===== config.mk =====
export PLATFORM = sky130hd
export DESIGN_NAME = rot_serializer
export DESIGN_NICKNAME = d
export VERILOG_FILES = /design/src/rtl/rot_serializer.sv
export SDC_FILE = /design/constraint.sdc
export NUM_CORES = 1
export LEC_CHECK = 0
export ABC_AREA = 1
export BUFFER_PORTS_ARGS = -buffer_cell sky130_fd_sc_hd__buf_4
export CORE_UTILIZATION = 49
export DETAILED_ROUTE_END_ITERATION = 6
export PLACE_DENSITY = 0.73
export SYNTH_ARGS = -nofsm -noshare
export SYNTH_HDL_FRONTEND = slang
export SYNTH_SLANG_ARGS = --single-unit

===== constraint.sdc =====
create_clock -name clk -period 1.5 [get_ports clk]
set_clock_uncertainty 0.2 [all_clocks]
set_input_delay 0.3 -clock clk [delete_from_list [all_inputs] [get_ports clk]]
set_output_delay 0.3 -clock clk [all_outputs]
set_load 0.1 [all_outputs]

===== src/rtl/rot_serializer.sv =====
// rot_serializer: one-word buffer plus MSB-first framed serial shifter.
// Optional even-parity trailer bit enabled by defining PARITY_EN.
`ifndef DATA_WIDTH
`define DATA_WIDTH 8
`endif

module rot_serializer #(
  parameter int WIDTH = `DATA_WIDTH
) (
  input  logic             clk,
  input  logic             rst,
  input  logic [WIDTH-1:0] din,
  input  logic             din_valid,
  output logic             din_ready,
  output logic             sdo,
  output logic             sdo_valid,
  output logic             frame_start,
  output logic             frame_end,
  output logic             busy
);

  localparam int CW = $clog2(WIDTH);
  localparam logic [CW-1:0] LAST = CW'(WIDTH - 1);

`ifdef PARITY_EN
  typedef enum logic [1:0] {IDLE, SHIFT, PAR} state_t;
`else
  typedef enum logic {IDLE, SHIFT} state_t;
`endif

  state_t           state, state_n;
  logic [WIDTH-1:0] hold;
  logic             hold_full;
  logic [WIDTH-1:0] shreg;
  logic [CW-1:0]    cnt;
  logic             load;
  logic             accept;
  logic             last_bit;
`ifdef PARITY_EN
  logic             par;
`endif

  assign accept   = din_valid & ~hold_full;
  assign last_bit = (state == SHIFT) && (cnt == LAST);

  // State register
  always_ff @(posedge clk or negedge rst) begin
    if (!rst) state <= IDLE;
    else      state <= state_n;
  end

  // Next state and buffer-to-shifter transfer decision
  always_comb begin
    state_n = state;
    load    = 1'b0;
    unique case (state)
      IDLE: begin
        if (hold_full) begin
          load    = 1'b1;
          state_n = SHIFT;
        end
      end
      SHIFT: begin
        if (cnt == LAST) begin
`ifdef PARITY_EN
          state_n = PAR;
`else
          if (hold_full) begin
            load    = 1'b1;
            state_n = SHIFT;
          end else begin
            state_n = IDLE;
          end
`endif
        end
      end
`ifdef PARITY_EN
      PAR: begin
        if (hold_full) begin
          load    = 1'b1;
          state_n = SHIFT;
        end else begin
          state_n = IDLE;
        end
      end
`endif
      default: state_n = IDLE;
    endcase
  end

  // Holding buffer, shift register and bit counter
  always_ff @(posedge clk or negedge rst) begin
    if (!rst) begin
      hold      <= '0;
      hold_full <= 1'b0;
      shreg     <= '0;
      cnt       <= '0;
`ifdef PARITY_EN
      par       <= 1'b0;
`endif
    end else begin
      if (accept) begin
        hold      <= din;
        hold_full <= 1'b1;
      end else if (load) begin
        hold_full <= 1'b0;
      end
      if (load) begin
        shreg <= hold;
        cnt   <= '0;
`ifdef PARITY_EN
        par   <= ^hold;
`endif
      end else if (state == SHIFT) begin
        shreg <= shreg << 1;
        cnt   <= (cnt == LAST) ? '0 : cnt + 1'b1;
      end
    end
  end

  // Outputs decoded from registered state only
  always_comb begin
    din_ready   = ~hold_full;
    sdo_valid   = (state != IDLE);
    busy        = (state != IDLE) | hold_full;
    frame_start = (state == SHIFT) && (cnt == '0);
    sdo         = 1'b0;
`ifdef PARITY_EN
    frame_end   = (state == PAR);
    if (state == SHIFT)    sdo = shreg[WIDTH-1];
    else if (state == PAR) sdo = par;
`else
    frame_end   = last_bit;
    if (state == SHIFT)    sdo = shreg[WIDTH-1];
`endif
  end

endmodule


# After elaboration in Yosys (flattened, before gate mapping)
# Cells that the tools add are included.
dict set report classes {
  bitwise 4
  n_addsub 1
  order_cmp 0
  n_mul 0
  muxes 13
  shifts 0
  n_reduce_logical 5
  n_div 0
  n_eq_ne 1
}
# cell count
set ops {}
lappend ops {{$mux W8} 2}
lappend ops {{$mux W3} 3}
lappend ops {{$mux W1} 6}
lappend ops {{$pmux W1 S2} 2}
lappend ops {{$reduce_bool A2 Y1} 2}
lappend ops {{$add A3 B1 Y3 const B} 1}
lappend ops {{$eq A3 B3 Y1 const B} 1}
lappend ops {{$logic_not A3 Y1} 1}
lappend ops {{$logic_and A1 B1 Y1} 2}
lappend ops {{$not A1 Y1} 2}
lappend ops {{$and A1 B1 Y1} 1}
lappend ops {{$or A1 B1 Y1} 1}
dict set report word_totals {
  regBits 21
  latch_bits 0
  mem_bits_ro 0
  mem_count 0
  word_cells 29
  ram_bits 0
}

# Logic depth before layout (Yosys ltp)
dict set report logic_depth {
  word_depth 5
  ltp_mapped 7
  mapped_depth_nobuf 7
}

# Worst setup path after synthesis
# Ideal clock, no wire load.
dict set report synth_path {
  path_type {reg-to-output}
  start {register state (netlist: sdo_valid)}
  end {output port frame_start}
  path_slack_ns -1.387
  t_required_ns 1.000
  arrival_ns 2.387
  path_stages_with_launch 3
  cell_sequence {dfrtp_1 -> nand2_1 -> nor2_1}
}
dict set report synth_via {
  elab_chain_len 1
}
# item line_no
set synth_lines {}
lappend synth_lines {{start, declared} 31} ;# state_t state, state_n;
lappend synth_lines {{start signal, assigned} 49} ;# else state <= state_n;
lappend synth_lines {{$logic_and A1 B1 Y1} 126} ;# frame_start = (state == SHIFT) && (cnt == '0);
lappend synth_lines {{end, declared} 17} ;# output logic frame_start,
# Every way passes these cells.

# Worst setup path in the final report
dict set report layout_path {
  start {register cnt[0]}
  end {output port frame_end}
}
dict set report layout_via {
  elab_chain_len 2
}
# item line_no
set layout_lines {}
lappend layout_lines {{start, declared} 35} ;# logic [CW-1:0] cnt;
lappend layout_lines {{start signal, assigned} 116} ;# cnt <= (cnt == LAST) ? '0 : cnt + 1'b1;
lappend layout_lines {{$eq A3 B3 Y1} 44} ;# assign last_bit = (state == SHIFT) && (cnt == LAST);
lappend layout_lines {{$logic_and A1 B1 Y1} 44}
lappend layout_lines {{end, declared} 18} ;# output logic frame_end,
# Every way passes these cells.

==> flow_metrics.py <==
metrics = {
    "drt": {
        "dr_total_vias": 1076,
        "wl_per_cell_um": 19.7,
        "dr.max_layer_used": "met4",
        "drt_first_iter_violations": 38,
        "antenna_left": 0,
        "wl_met1_um": 1380,
        "met2WireLength_um": 2060,
        "drtPass1Iterations": 4,
        "vias_per_cell": 5.52,
        "wl_um": 3840,
        "drcViolationCount": 0,
        "wl_met3_um": 253,
    },
    "power": {
        "combinationalPowerShare_pct": 63.0,
        "sequentialPowerShare_pct": 29.0,
        "power_uw": 3710,
        "power.switching_uw": 1850,
        "switching_share_pct": 49.8,
        "power_frac_clock_pct": 8.0,
        "internal_power_uw": 1860,
        "power_leakage_uw": 0.000936,
        "ir_worst_vdd_mv": 1.83,
        "powerDensity_mw_per_mm2": 2020,
    },
    "place": {
        "place_congestion": 0.782,
        "dp_hpwl_um": 1530,
        "portBuffers": 16,
    },
    "yosys": {
        "synth_nets": 142,
        "synth_area_per_cell_um2": 8.55,
        "yosysTopAreaCellShare_pct": 48.4,
        "synth_cell_types": 15,
        "synth_edf_count": 0,
        "async_flop_share_pct": 100,
        "synth.cell_area_mm2": 0.00109,
        "synth_top_area_cell": "dfrtp_1",
        "yosysMostFrequentCell": "nand2_1",
        "seq_area_frac_synth_pct": 48.4,
        "synthesis.instances": 127,
        "ys_top_cells_by_area": "dfrtp_1 48%, nand2_1 11%, nand3_1 8.8%, nand2_2 6.9%, nand3_2 6.5%",
        "synthFlopType": "dfrtp_1",
        "ys_ff_latch": 21,
        "synthTopCellsByCount": "31 x nand2_1, 21 x dfrtp_1, 19 x nand3_1",
        "ys_warn_count": 0,
    },
    "timing": {
        "slew_violations": 0,
        "whs_ns": 0.00284,
        "finalSetupViolCount": 19,
        "max_slew_margin_pct": 82.4,
        "fin_crit_sh_pct": 132,
        "rsz0062_at_grt": "yes",
        "final.min_clock_period_ns": 1.98,
        "hold_viol": 0,
        "worst_pin_slew_ns": 0.264,
        "fmaxAchievable_mhz": 505,
        "setup_slack_ns": -0.481,
    },
    "hold_path": {
        "hold_path.class": "primary input to register",
    },
    "die": {
        "die_x_um": 49.1,
        "fp-row-count": 16,
        "start_util_pct": 53.7,
        "ioPinCount": 17,
        "die_h_um": 49.1,
        "die-area_mm2": 0.00241,
        "core-area_mm2": 0.00202,
    },
    "status": {
        "status": "finished with violations",
        "violations": "setup timing",
    },
    "worst_setup_path": {
        "cp-start-kind": "register",
        "path_max_fanout": 3,
        "crit_type": "register to primary output",
        "end_kind": "primary output",
        "critical_path_required_ns": 1.00,
        "critPathArrivalTime_ns": 1.48,
    },
    "cts": {
        "root_buffer": "clkbuf_4",
        "clock_latency_ns": 0.33,
        "cts.htree.levels": 1,
        "clk_pin_slew_ns": 0.13,
        "clk_path_buf_depth": 2,
        "cts_num_sinks": 21,
        "cts_inserted_buffers": 3,
        "cts_tree": "done",
    },
    "grt": {
        "overflow": 0,
        "grt_usage_pct": 24.9,
        "grt_pass1_wl_um": 4470,
        "grt_max_degree": 22,
        "antenna_found_initial": 0,
        "grt_pass1_vias": 984,
    },
    "cells_and_area": {
        "num_antenna_cells": 0,
        "area_delta_synth_final_pct": 69.5,
        "regArea_um2": 531,
        "fill_cells": 77,
        "fin_nets": 184,
        "utilization_pct": 91.0,
        "multi_input_area_um2": 707,
        "drive_gt1_share_pct": 62.5,
    },
    "job": {
        "drv_cap": 0,
    },
}
-- repair_timing --
item                                   in CTS  in global routing
buffers inserted                            6                  8
hold buffers                                1                  0
resized for setup                          48                 30
setup endpoints to repair                  16                 18
endpoints found under the hold margin      21                  0
cloned                                      2                  0
pin swaps                                   4                  7
-- layer usage --
layer | track usage (%) | up-vias
li1 | - | 479
met1 | 29.2 | 531
met2 | 45.0 | 52
met3 | 3.43 | 14
met4 | 10.3 | 0
met5 | 0 | -
-- final timing paths --
| check | from | end | slack, ns | cells past startpoint |
|---|---|---|---|---|
| worst max-delay path | cnt[0]$_DFFE_PN0P_ | frame_end | -0.48 | 5 |
| worst min-delay path | din[3] | hold[3]$_DFFE_PN0P_ | 0.003 | 3 |
| worst max register to register | sdo_valid$_DFF_PN0_ | shreg[1]$_DFFE_PN0P_ | -0.21 | 8 |
| worst min register to register | hold[4]$_DFFE_PN0P_ | hold[4]$_DFFE_PN0P_ | 0.32 | 2 |
| max in group asynchronous | rst | sdo_valid$_DFF_PN0_ | 0.69 | 2 |
| min in group asynchronous | rst | sdo_valid$_DFF_PN0_ | 0.18 | 2 |
-- cell type report --
class,count,area share [%]
well taps,27,1.84
flip-flops and latches,21,28.8
multi-input cells,86,38.4
clock buffers,3,1.22
inverters,15,4.01
clock inverters,1,0.272
repair buffers,42,25.4
-- worst max-delay path: stages, from the launching register on --
cell	delay, ns
dfrtp_1	0.45
ha_4	0.19
ha_4	0.17
nand2_4	0.07
clkinvlp_4	0.10
buf_12	0.17
-- power by group through the flow --
stage	clock (uW)	sequential (uW)	combinational [uW]
floorplan	0	1010	1110
global placement	0	989	1450
detailed placement	0	994	1500
CTS	284	1020	1910
global route	310	1100	2450
finish	297	1080	2340
-- logic make-up after synthesis --
kind of cell | count (synthesis) | share of synthesized area [%]
buffers and inverters | 20 | 8.76
AO/OA/AOI/OAI | 2 | 0.922
adder cells (fa/ha/maj) | 4 | 4.61
flip-flops | 21 | 48.4
AND/OR/NAND/NOR | 80 | 37.3
-- sequential cells by signal, summed over array words and instances (netlist names) --
name and cells:
hold_full 1, shreg 8, sdo_valid 1, cnt 3, hold 8
-- layout by cell type, fill, tap and decap left out, types with 3 or more instances in the layout --
cell       n
buf_12     8
buf_4     25
buf_6      6
clkbuf_4   3
dfrtp_1   19
inv_1     10
nand2_1   22
nand2_2   10
nand2_4   10
nand3_1    8
nand3_2   16
nor2_4     7
-- per-stage QoR --
step / TNS [ns] / setup WS [ns] / instances / area (um2)
finish: -3.69 / -0.481 / 195 / 1840
global route: -4.30 / -0.503 / 195 / 1840
CTS: -1.52 / -0.420 / 188 / 1640
detailed placement: -0.423 / -0.116 / 175 / 1340
global placement: -0.261 / -0.100 / 175 / 1340
floorplan: -0.705 / -0.228 / 127 / 1150
No activity file was read; power rests on OpenSTA's default activity.
